--- src/rtl/nn_result_scanner.sv ---
// nn_result_scanner
//   Snapshots a vector of class scores on Start and then walks the snapshot one word per
//   cycle. It reports the winning class, its score, the gap to the runner-up, and whether
//   the winner clears a threshold.
//
// Ports
//   Clk          single clock, rising edge
//   Reset        synchronous active-high reset
//   Start        scan request, accepted only while idle
//   Probability  NUM_CLASSES packed unsigned scores; class i at [i*PROB_W +: PROB_W]
//   Threshold    minimum winning score for Valid_Class
//   Sel          snapshot channel routed to Sel_Prob
//   Busy         scan in progress (SCAN or DONE)
//   Done         one-cycle pulse, result outputs have just updated
//   Best_Idx     index of highest score (lowest index on ties)
//   Best_Prob    highest score
//   Margin       highest minus second-highest score
//   Valid_Class  Best_Prob >= Threshold at completion
//   Sel_Prob     registered snapshot word selected by Sel, 0 when Sel is out of range
module nn_result_scanner #(
    parameter int unsigned NUM_CLASSES = 10,
    parameter int unsigned PROB_W      = 16,
    parameter int unsigned IDX_W       = $clog2(NUM_CLASSES)
) (
    input  logic                          Clk,
    input  logic                          Reset,
    input  logic                          Start,
    input  logic [NUM_CLASSES*PROB_W-1:0] Probability,
    input  logic [PROB_W-1:0]             Threshold,
    input  logic [IDX_W-1:0]              Sel,
    output logic                          Busy,
    output logic                          Done,
    output logic [IDX_W-1:0]              Best_Idx,
    output logic [PROB_W-1:0]             Best_Prob,
    output logic [PROB_W-1:0]             Margin,
    output logic                          Valid_Class,
    output logic [PROB_W-1:0]             Sel_Prob
);

    typedef enum logic [1:0] {StIdle, StScan, StDone} state_e;

    localparam logic [IDX_W-1:0] LastIdx = IDX_W'(NUM_CLASSES - 1);
    // One bit wider than Sel so the range check also works when NUM_CLASSES is 2**IDX_W.
    localparam logic [IDX_W:0]   NumCls  = (IDX_W + 1)'(NUM_CLASSES);

    state_e state_q, state_d;

    logic [PROB_W-1:0] snap_q [NUM_CLASSES];
    logic [IDX_W-1:0]  idx_q;
    logic [PROB_W-1:0] best_q, best_d;
    logic [PROB_W-1:0] second_q, second_d;
    logic [IDX_W-1:0]  bidx_q, bidx_d;

    logic [IDX_W-1:0]  best_idx_q;
    logic [PROB_W-1:0] best_prob_q;
    logic [PROB_W-1:0] margin_q;
    logic              valid_q;
    logic [PROB_W-1:0] sel_prob_q;

    logic              accept;
    logic              scanning;
    logic              last;
    logic [PROB_W-1:0] word;

    // ---------------------------------------------------------------- FSM state register
    always_ff @(posedge Clk) begin
        if (Reset) begin
            state_q <= StIdle;
        end else begin
            state_q <= state_d;
        end
    end

    // ---------------------------------------------------------------- FSM next state
    always_comb begin
        state_d = state_q;
        unique case (state_q)
            StIdle:  if (Start) state_d = StScan;
            StScan:  if (idx_q == LastIdx) state_d = StDone;
            StDone:  state_d = StIdle;
            default: state_d = StIdle;
        endcase
    end

    // ---------------------------------------------------------------- FSM outputs
    always_comb begin
        Busy     = (state_q != StIdle);
        Done     = (state_q == StDone);
        accept   = (state_q == StIdle) && Start;
        scanning = (state_q == StScan);
        last     = (idx_q == LastIdx);
    end

    // ---------------------------------------------------------------- running best / second
    always_comb begin
        word     = snap_q[idx_q];
        best_d   = best_q;
        second_d = second_q;
        bidx_d   = bidx_q;
        if (idx_q == '0) begin
            // Index 0 seeds the search rather than being compared against stale state.
            best_d   = word;
            second_d = '0;
            bidx_d   = '0;
        end else if (word > best_q) begin
            // Strictly greater only, so ties keep the lower index.
            best_d   = word;
            second_d = best_q;
            bidx_d   = idx_q;
        end else if (word > second_q) begin
            second_d = word;
        end
    end

    // ---------------------------------------------------------------- datapath registers
    always_ff @(posedge Clk) begin
        if (Reset) begin
            for (int i = 0; i < int'(NUM_CLASSES); i++) begin
                snap_q[i] <= '0;
            end
            idx_q       <= '0;
            best_q      <= '0;
            second_q    <= '0;
            bidx_q      <= '0;
            best_idx_q  <= '0;
            best_prob_q <= '0;
            margin_q    <= '0;
            valid_q     <= 1'b0;
            sel_prob_q  <= '0;
        end else begin
            if (accept) begin
                for (int i = 0; i < int'(NUM_CLASSES); i++) begin
                    snap_q[i] <= Probability[i*PROB_W +: PROB_W];
                end
                idx_q <= '0;
            end

            if (scanning) begin
                best_q   <= best_d;
                second_q <= second_d;
                bidx_q   <= bidx_d;
                idx_q    <= last ? '0 : idx_q + IDX_W'(1);
                if (last) begin
                    // Results include the final word, so they load on the DONE-entry edge.
                    best_idx_q  <= bidx_d;
                    best_prob_q <= best_d;
                    margin_q    <= best_d - second_d;
                    valid_q     <= (best_d >= Threshold);
                end
            end

            sel_prob_q <= ({1'b0, Sel} < NumCls) ? snap_q[Sel] : '0;
        end
    end

    assign Best_Idx    = best_idx_q;
    assign Best_Prob   = best_prob_q;
    assign Margin      = margin_q;
    assign Valid_Class = valid_q;
    assign Sel_Prob    = sel_prob_q;

endmodule

--- config.mk ---
export PLATFORM = sky130hd
export DESIGN_NAME = nn_result_scanner
export DESIGN_NICKNAME = d
export VERILOG_FILES = /design/src/rtl/nn_result_scanner.sv
export SDC_FILE = /design/constraint.sdc
export NUM_CORES = 1
export LEC_CHECK = 0
export CAP_MARGIN = 15
export CELL_PAD_IN_SITES_DETAIL_PLACEMENT = 1
export CELL_PAD_IN_SITES_GLOBAL_PLACEMENT = 2
export CORE_MARGIN = 2
export CORE_UTILIZATION = 38
export DETAILED_ROUTE_END_ITERATION = 8
export HOLD_SLACK_MARGIN = 0.06
export PLACE_DENSITY = 0.95
export SYNTH_ARGS = -nofsm -noshare
export SYNTH_HDL_FRONTEND = slang
export SYNTH_SLANG_ARGS = --single-unit
--- constraint.sdc ---
create_clock -name Clk -period 17.09 [get_ports Clk]
set_input_delay 3.418 -clock Clk [delete_from_list [all_inputs] [get_ports Clk]]
set_output_delay 3.418 -clock Clk [all_outputs]
set_load 0.01 [all_outputs]
=== Word-level counts from Yosys, hierarchy flattened ===
Memory sizes are Yosys's and may differ from the RTL's. A register that Yosys moved wholly into a read port is not among the register bits.
Index checks and enable logic that the tools add are counted.

* Memory bits (writable): 160
* Word-level logic and storage cells: 70
* Register bits after elaboration: 79
* Memories kept: 1

* $lt $le $gt $ge: 4
* Bitwise logic cells: 11
* Add/sub/neg operators: 2
* Multiplexer cells: 30
* Eq/ne operators: 5
* Reductions and logical operators: 8

{| class="wikitable"
|+ Memory list
! name !! words !! bits a word !! read ports !! clocked after memory_dff !! write ports !! line !! RTL
|-
| snap_q || 10 || 16 || 2 || 2 || 10 || 48 || <nowiki>logic [PROB_W-1:0] snap_q [NUM_CLASSES];</nowiki>
|}

{| class="wikitable"
|+ Operators with widths
! operator !! number
|-
| 16-bit 2-to-1 mux || 15
|-
| 16-bit > comparator || 2
|-
| 4-bit 2-to-1 mux || 7
|-
| 16-bit greater-or-equal comparator || 1
|-
| 16-bit subtractor || 1
|-
| 1-bit bitwise OR || 10
|-
| 1-bit 2-to-1 mux || 5
|-
| 4-bit by 1-bit adder with 4-bit output (second input constant) || 1
|-
| 4-bit == test (second input constant) || 1
|-
| 4-bit zero test || 1
|-
| 4-bit less-than comparator (second input constant) || 1
|-
| 2-bit 2-to-1 mux || 2
|-
| 2-bit one-hot mux with 2 select lines || 1
|-
| 2-bit AND reduction || 2
|-
| 2-bit nonzero test || 2
|-
| 2-bit by 1-bit == test with 1-bit output (second input constant) || 1
|-
| 2-bit == test (second input constant) || 1
|-
| 2-bit zero test || 1
|-
| 2-bit by 1-bit inequality test with 1-bit output (second input constant) || 1
|-
| 2-bit inequality test (second input constant) || 1
|-
| 2-bit OR reduction || 1
|-
| 1-bit logical AND || 1
|-
| 1-bit NOT || 1
|}

=== Depth between registers and ports, before layout ===
Gate-level depths: netlist (run 1).

* Depth in word-level cells: 6
* Mapped depth: 29
* Depth with buffers taken out: 24

=== Least setup slack after synthesis (run 1) ===
Ideal clock, no wire load.

* Path kind: input -> register
* Start: input Reset
* End: memory snap_q[0][0], enable pin
* Setup time: 0.548 ns
* Buffers on the path: 2
* Data arrival time: 7.786 ns
* Slack: 8.756 ns
* Stages on the path: 3
* Cells stage by stage: clkbuf_1 clkbuf_1 nand2b_1

{| class="wikitable"
|+ RTL lines
! item !! line !! RTL
|-
| start, declared || 26 || <nowiki>input logic Reset,</nowiki>
|-
| end, declared || 48 ||
|}

==> results.md, run 1 <==
- Outcome: finished, final reports clean
- Routed Wire Length: 44.6 mm
- Total core area: 36,600 sq um
- Overflow after GRT: 0
- Nets: 1,690
- Post_cts resized: 0
- Largest net degree at the start of global routing: 108
- F_max: 141 MHz
- CP Max Fanout: 48
- Max cap viols: 0
- Critical path capture point: Margin[14]$_SDFFE_PP0P_
- Vias in the first global route: 11,300
- Final worst path period share: 41.6%
- Post-Synthesis Cells: 1,240
- Post-synthesis async set-or-reset flop share: 0%
- Antenna violations before repair: 1
- HPWL after DPL: 33.1 mm
- Peak VDD IR: 0.0870 mV
- Post-Syn Nets: 1,490
- Post-CTS Setup Bufs: 0
- CP Class: reg -> reg
- PD cells: 103 nW/um^2
- Initial Util: 38.6%
- Fill cells: 3,845
- WP data required: 17.53 ns
- Most frequent cells in the layout: clkdlybuf4s50_1, and2_1, edfxtp_1
- Clock Latency Late Sink: 0.56 ns
- Post-synth EDFFs: 160
- Most used DFF post-synth: edfxtp_1
- Clock sinks: 259
- Sequential-to-total area share from yosys stat: 48.0%
- Final Max Slew Viols: 0
- Unrepaired setup endpoints after global routing: no
- Routed length per instance: 23.1 microns
- Share of Yosys cell area claimed by the top area cell type: 34.0%
- First-pass GRT wire length: 67.4 mm
- GP Congestion: 0.892
- DIE WIDTH: 197 microns
- Commonest non-fill, non-tap cell in the layout: clkdlybuf4s50_1
- Share of layout cells above drive strength 1: 9.78%
- Clk buf depth: 3
- Core Rows: 70
- Setup crit start kind: flip-flop
- Setup-failing EPs final: 0
- Syn-to-layout area delta: 26.7%
- Clock transition at the registers of the reported paths: 0.07 ns
- Min cycle time layout: 7.12 ns
- Reg2Reg Setup Slack: 9.97 ns
- Final Skew: 0.0151 ns
- Final Hold Vio Count: 0
- Reg-to-Reg End: Margin[14]$_SDFFE_PP0P_
- Number of CTS-inserted buffers: 29
- Die area: 38,700 sq um
- Port Buf Inserts: 237
- Root buffer cell: clkbuf_16
- Post-DRT Antenna Nets: 0
- Ys Warns: 0
- Initial DRC count: 643
- Main area contributors after synthesis: edfxtp_1, dfxtp_1, mux4_2
- Syn Area/Cell: 11.4 sq um
- P_leak: 6.71 nW
- Slew HR: 25.7%
- FF-to-FF path depth: 23
- Drt first pass iters: 5
- Synth unique cells: 55
- # hold bufs at CTS: 0
- Post-synth top area cell: edfxtp_1
- Die height: 197 microns
- Power, Total: 1.84 mW
- DRC violations left: 0
- Vias per inst: 5.52
- Crit. End Element: flip-flop
- CTS HTree Levels: 1
- Hold Crit Class: reg -> reg
- Synth Cell Area: 14,100 sq um
- Vias: 10,700
- CTS tree: yes
- Worst EP arrival: 7.56 ns
- I/O pin total: 238
- Total GRT Usage: 22.8%
- Least-Margin Pin Slew: 1.11 ns
- #FFs+latches synth: 259
- Total negative setup slack: 0 ns
-- sequential cells by signal, summed over array words and instances, names as in the netlist, named ones only --
signal       cells
Best_Idx         4
state_q          2
snap_q         160
bidx_q           4
Valid_Class      1
best_q          16
second_q        16
Sel_Prob        16
idx_q            4
Best_Prob       16
Margin          16
-- where the power goes --
group / switching [mW] / total, mW / internal, mW / leakage (nW)
sequential: 0.0400 / 0.753 / 0.713 / 2.53
clock: 0.262 / 0.650 / 0.388 / 0.481
combinational: 0.235 / 0.436 / 0.201 / 3.70
total: 0.537 / 1.84 / 1.30 / 6.71
-- layout make-up --
cell class | instances | area, sq um | share of cell area (%)
flip-flops and latches | 259 | 6790 | 37.9
multi-input cells | 831 | 6770 | 37.8
repair buffers | 251 | 2510 | 14.0
clock buffers | 37 | 793 | 4.43
well taps | 468 | 586 | 3.27
inverters | 68 | 255 | 1.43
clock inverters | 16 | 199 | 1.11
diodes | 1 | 2.50 | 0.0140
-- synthesized netlist by cell type (8+ instances only) --
cell type / instances
mux4_2: 64
nand2_1: 57
o21ai_1: 21
or3_1: 20
nor2b_1: 40
dfxtp_1: 99
inv_1: 68
ha_1: 66
nor2_1: 77
xnor2_1: 8
a21o_1: 12
nand2b_1: 10
edfxtp_1: 160
mux2i_1: 66
and2_1: 160
a211o_1: 15
clkbuf_1: 65
a211oi_1: 86
a21oi_1: 61
o21ai_0: 13
-- through the flow --
step | utilization [%] | hold slack (ns) | instance area [sq um] | worst slack, ns | instances
floorplan | - | 0.436 | 14100 | 8.76 | 1240
global placement | 46.0 | 0.440 | 16900 | 10.12 | 1875
detailed placement | 46.0 | 0.450 | 16900 | 10.01 | 1875
CTS | 48.7 | 0.458 | 17800 | 9.94 | 1928
global route | 48.9 | 0.487 | 17900 | 9.52 | 1930
finish | 48.9 | 0.455 | 17900 | 9.97 | 1931
-- cells by family (layout without fill, tap and decap cells) --
group,after synthesis,after routing,synth area share (%)
and+or+nand+nor,392,392,15.0
DFF,259,259,48.0
AOI/OAI and AO/OA,230,230,10.9
buffers and inverters,150,372,4.27
muxes,131,131,15.0
adders and majority gates,67,67,5.99
xor gates and xnor gates,11,11,0.779
other,0,1,0
-- metal layers --
layer	track usage, %	part of all wire [%]	vias to the layer above
met4	10.3	4.8	0
met1	29.0	42	5234
met5	0	0	-
li1	-	-	4931
met2	38.2	48	398
met3	3.82	5.4	98
-- worst min path at each step --
stage / startpoint / endpoint / slack (ns) / depth (start not counted)
after detailed placement: Best_Idx[3]$_SDFFE_PP0P_ / Best_Idx[3]$_SDFFE_PP0P_ / 0.45 / 2
final: Best_Idx[3]$_SDFFE_PP0P_ / Best_Idx[3]$_SDFFE_PP0P_ / 0.46 / 2
after floorplan: bidx_q[0]$_SDFFE_PP0P_ / bidx_q[0]$_SDFFE_PP0P_ / 0.44 / 2
after global routing: Margin[7]$_SDFFE_PP0P_ / Margin[7]$_SDFFE_PP0P_ / 0.49 / 2
after global placement: Margin[13]$_SDFFE_PP0P_ / Margin[13]$_SDFFE_PP0P_ / 0.44 / 2
after CTS: Margin[5]$_SDFFE_PP0P_ / Margin[5]$_SDFFE_PP0P_ / 0.46 / 2
-- worst max-delay path: stages, from the launching register on --
cell	delay [ns]
dfxtp_4	0.96
mux4_2	0.65
nor2b_1	0.16
a211oi_1	0.41
a21oi_1	0.21
ha_1	0.32
and2_2	0.16
a41o_1	0.17
o311a_1	0.18
o21ai_2	0.08
a21oi_4	0.65
mux2i_1	0.16
a211oi_1	0.36
ha_1	0.25
fa_1	0.22
nor2b_1	0.06
o21ai_1	0.18
a21boi_1	0.15
o41a_1	0.36
a41o_1	0.29
o41ai_1	0.47
o21ai_1	0.17
xor2_1	0.16
a21o_1	0.18
Note: power is estimated with default switching activity, not from simulation.
==> run 2: changes to the inputs <==
Settings changed: CORE_UTILIZATION 38 to 35, PLACE_DENSITY 0.95 to 0.89.
Clock period 17.09 ns to 6.8 ns, I/O delays scaled along.
==> results.md, run 2 (synthesized netlist as in run 1, its figures left out) <==
- Unrepaired setup endpoints after global routing: no (unchanged)
- Clock transition at the registers of the reported paths: 0.06 ns (was 0.07 ns)
- Vias in the first global route: 11,100 (was 11,300)
- Inst Count DP: 1,940 (was 1,875)
- Port Buf Inserts: 237 (unchanged)
- I/O pin total: 238 (unchanged)
- Nets: 1,702 (was 1,690)
- Root buffer cell: clkbuf_16 (unchanged)
- WP data required: 7.26 ns (was 17.53 ns)
- Commonest non-fill, non-tap cell in the layout: clkdlybuf4s50_1 (unchanged)
- Final Skew: 0.0180 ns (was 0.0151 ns)
- Worst EP arrival: 6.70 ns (was 7.56 ns)
- Peak VDD IR: 0.158 mV (was 0.0870 mV)
- Share of layout cells above drive strength 1: 10.2% (was 9.78%)
- Clock Latency Late Sink: 0.56 ns (about the same)
- P_leak: 6.79 nW (was 6.71 nW)
- PD cells: 258 nW/um^2 (was 103 nW/um^2)
- Setup-failing EPs final: 0 (unchanged)
- Setup crit start kind: flip-flop (unchanged)
- Largest net degree at the start of global routing: 100 (was 108)
- Antenna Cells: 0 (was 1)
- Largest Register: snap_q (unchanged)
- DRC violations left: 0 (unchanged)
- Critical path capture point: Margin[14]$_SDFFE_PP0P_ (unchanged)
- Outcome: finished, final reports clean (unchanged)
- Routed Wire Length: 43.3 mm (was 44.6 mm)
- Syn-to-layout area delta: 28.3% (was 26.7%)
- Hold path depth: 2 (unchanged)
- Total negative setup slack: 0 ns (unchanged)
- First-pass GRT wire length: 66.2 mm (was 67.4 mm)
- Reg-to-Reg End: Margin[14]$_SDFFE_PP0P_ (unchanged)
- CP peak stage delay: 0.69 ns (was 0.96 ns)
- Total core area: 39,800 sq um (was 36,600 sq um)
- Clock sinks: 259 (unchanged)
- Die height: 205 microns (was 197 microns)
- Initial DRC count: 684 (was 643)
- Routed length per instance: 21.6 microns (was 23.1 microns)
- CP max-delay cell: dfxtp_1 (was dfxtp_4)
- HPWL after DPL: 32.7 mm (was 33.1 mm)
- CP Class: reg -> reg (unchanged)
- FF-to-FF path depth: 24 (was 23)
- Number of CTS-inserted buffers: 30 (was 29)
- Levels on crit path: 24 (was 23)
- Crit-path cells: buf_12, mux4_2, nor2b_1, a211oi_1, a21oi_1, ha_1, and2_2, a221oi_1, o21ai_1, o21ai_2, a21oi_4, buf_4, mux2i_1, a211o_1, ha_1, nor2b_1, o21ai_1, a21boi_1, o41a_1, a41o_1, o41ai_1, o21ai_1, xor2_1, a21o_1 (was mux4_2, nor2b_1, a211oi_1, a21oi_1, ha_1, and2_2, a41o_1, o311a_1, o21ai_2, a21oi_4, mux2i_1, a211oi_1, ha_1, fa_1, nor2b_1, o21ai_1, a21boi_1, o41a_1, a41o_1, o41ai_1, o21ai_1, xor2_1, a21o_1)
- Hold Crit Class: reg -> reg (unchanged)
- F_max: 160 MHz (was 141 MHz)
- Antenna violations before repair: 0 (was 1)
- Clk buf depth: 3 (unchanged)
- Final Hold Vio Count: 0 (unchanged)
- # hold bufs at CTS: 0 (unchanged)
- Die area: 42,000 sq um (was 38,700 sq um)
- Drt first pass iters: 5 (unchanged)
- DIE WIDTH: 205 microns (was 197 microns)
- FF+latch area: 6790 sq um (unchanged)
- CP Buf/Inv Count: 2 (was 0)
- Fill cells: 4,297 (was 3,845)
- Family with the most delay on the worst path: compound AO/OA/AOI/OAI gates (unchanged)
- Final worst path period share: 91.9% (was 41.6%)
- CP Max Fanout: 24 (was 48)
- Multi-input gate area: 6770 sq um (about the same)
- Most used cell, CP: o21ai_1
- Slew HR: 37.1% (was 25.7%)
- Power, Total: 4.67 mW (was 1.84 mW)
- Reg2Reg Setup Slack: 0.55 ns (was 9.97 ns)
- Overflow after GRT: 0 (unchanged)
- Core Rows: 73 (was 70)
- Fin cells: 2,001 (was 1,931)
- Total GRT Usage: 20.6% (was 22.8%)
- CTS tree: yes (unchanged)
- Vias: 10,500 (was 10,700)
- Vias per inst: 5.26 (was 5.52)
- Largest register FFs: 160 (unchanged)
- GP Congestion: 0.846 (was 0.892)
- Least-Margin Pin Slew: 0.941 ns (was 1.11 ns)
- Final Max Slew Viols: 0 (unchanged)
- Post-DRT Antenna Nets: 0 (unchanged)
- Most frequent cells in the layout: clkdlybuf4s50_1, and2_1, edfxtp_1 (unchanged)
- Max cap viols: 0 (unchanged)
- Min cycle time layout: 6.25 ns (was 7.12 ns)
- CTS HTree Levels: 1 (unchanged)
- Crit. End Element: flip-flop (unchanged)
- Initial Util: 35.5% (was 38.6%)
==> run 2: changes by cell type in the layout (fill, tap and decap cells not counted), sizes merged <==
cell / previous run / this run
buf: 16 / 27
clkbuf: 37 / 43
clkinvlp: 4 / 2
diode: 1 / 0
inv: 69 / 68
==> run 2: worst register-to-register path: cells and delay by family (launching register included) <==
kind                     cells  cell delay, ns
AO/OA/AOI/OAI               14            3.20
XOR/XNOR                     1            0.16
adder cells (fa/ha/maj)      2            0.70
buffers and inverters        2            0.44
flip-flops                   1            0.69
multiplexers                 2            0.33
AND/OR/NAND/NOR              3            0.63
==> run 2: layout make-up <==
type / instances / area share (%)
clock buffers: 43 / 4.69
repair buffers: 262 / 14.5
clock inverters: 13 / 0.980
well taps: 525 / 3.62
inverters: 68 / 1.41
flip-flops and latches: 259 / 37.5
multi-input cells: 831 / 37.4
==> run 2: through the flow <==
stage               cell area [sq um]  util (%)  worst slack (ns)  hold WS [ns]
global route                    18100      45.5            0.0326         0.475
floorplan                       14100         -             0.524         0.436
CTS                             18100      45.4             0.253         0.461
detailed placement              17000      42.8             0.279         0.452
global placement                17000      42.7             0.378         0.442
finish                          18100      45.5             0.554         0.456
==> run 2: routing by layer <==
metal	part of all wire [%]	vias to the layer above	GRT usage, %	wire length [microns]
met1	43	5112	27.3	18700
met4	4.0	0	7.19	1740
met3	5.8	77	3.05	2520
met2	47	390	34.6	20200
li1	-	4950	-	-
met5	0	-	0	0
==> run 2: how the worst min path moves through the flow <==
stage                                         to  slack [ns]              startpoint
after floorplan           bidx_q[0]$_SDFFE_PP0P_        0.44  bidx_q[0]$_SDFFE_PP0P_
after global placement    bidx_q[2]$_SDFFE_PP0P_        0.44  bidx_q[2]$_SDFFE_PP0P_
after detailed placement  Margin[6]$_SDFFE_PP0P_        0.45  Margin[6]$_SDFFE_PP0P_
after CTS                 Margin[6]$_SDFFE_PP0P_        0.46  Margin[6]$_SDFFE_PP0P_
after global routing      Margin[2]$_SDFFE_PP0P_        0.48  Margin[2]$_SDFFE_PP0P_
final                     Margin[6]$_SDFFE_PP0P_        0.46  Margin[6]$_SDFFE_PP0P_
==> run 2: power breakdown <==
group | internal, mW | switching [mW] | total (mW)
Combinational | 0.526 | 0.595 | 1.12
Sequential | 1.79 | 0.0845 | 1.88
Clock | 1.02 | 0.657 | 1.68
==> run 2: repair_timing <==
item / in CTS / in global routing
buffers inserted: 0 / 4
resized for setup: 0 / 1
endpoints found under the setup margin: 0 / 3
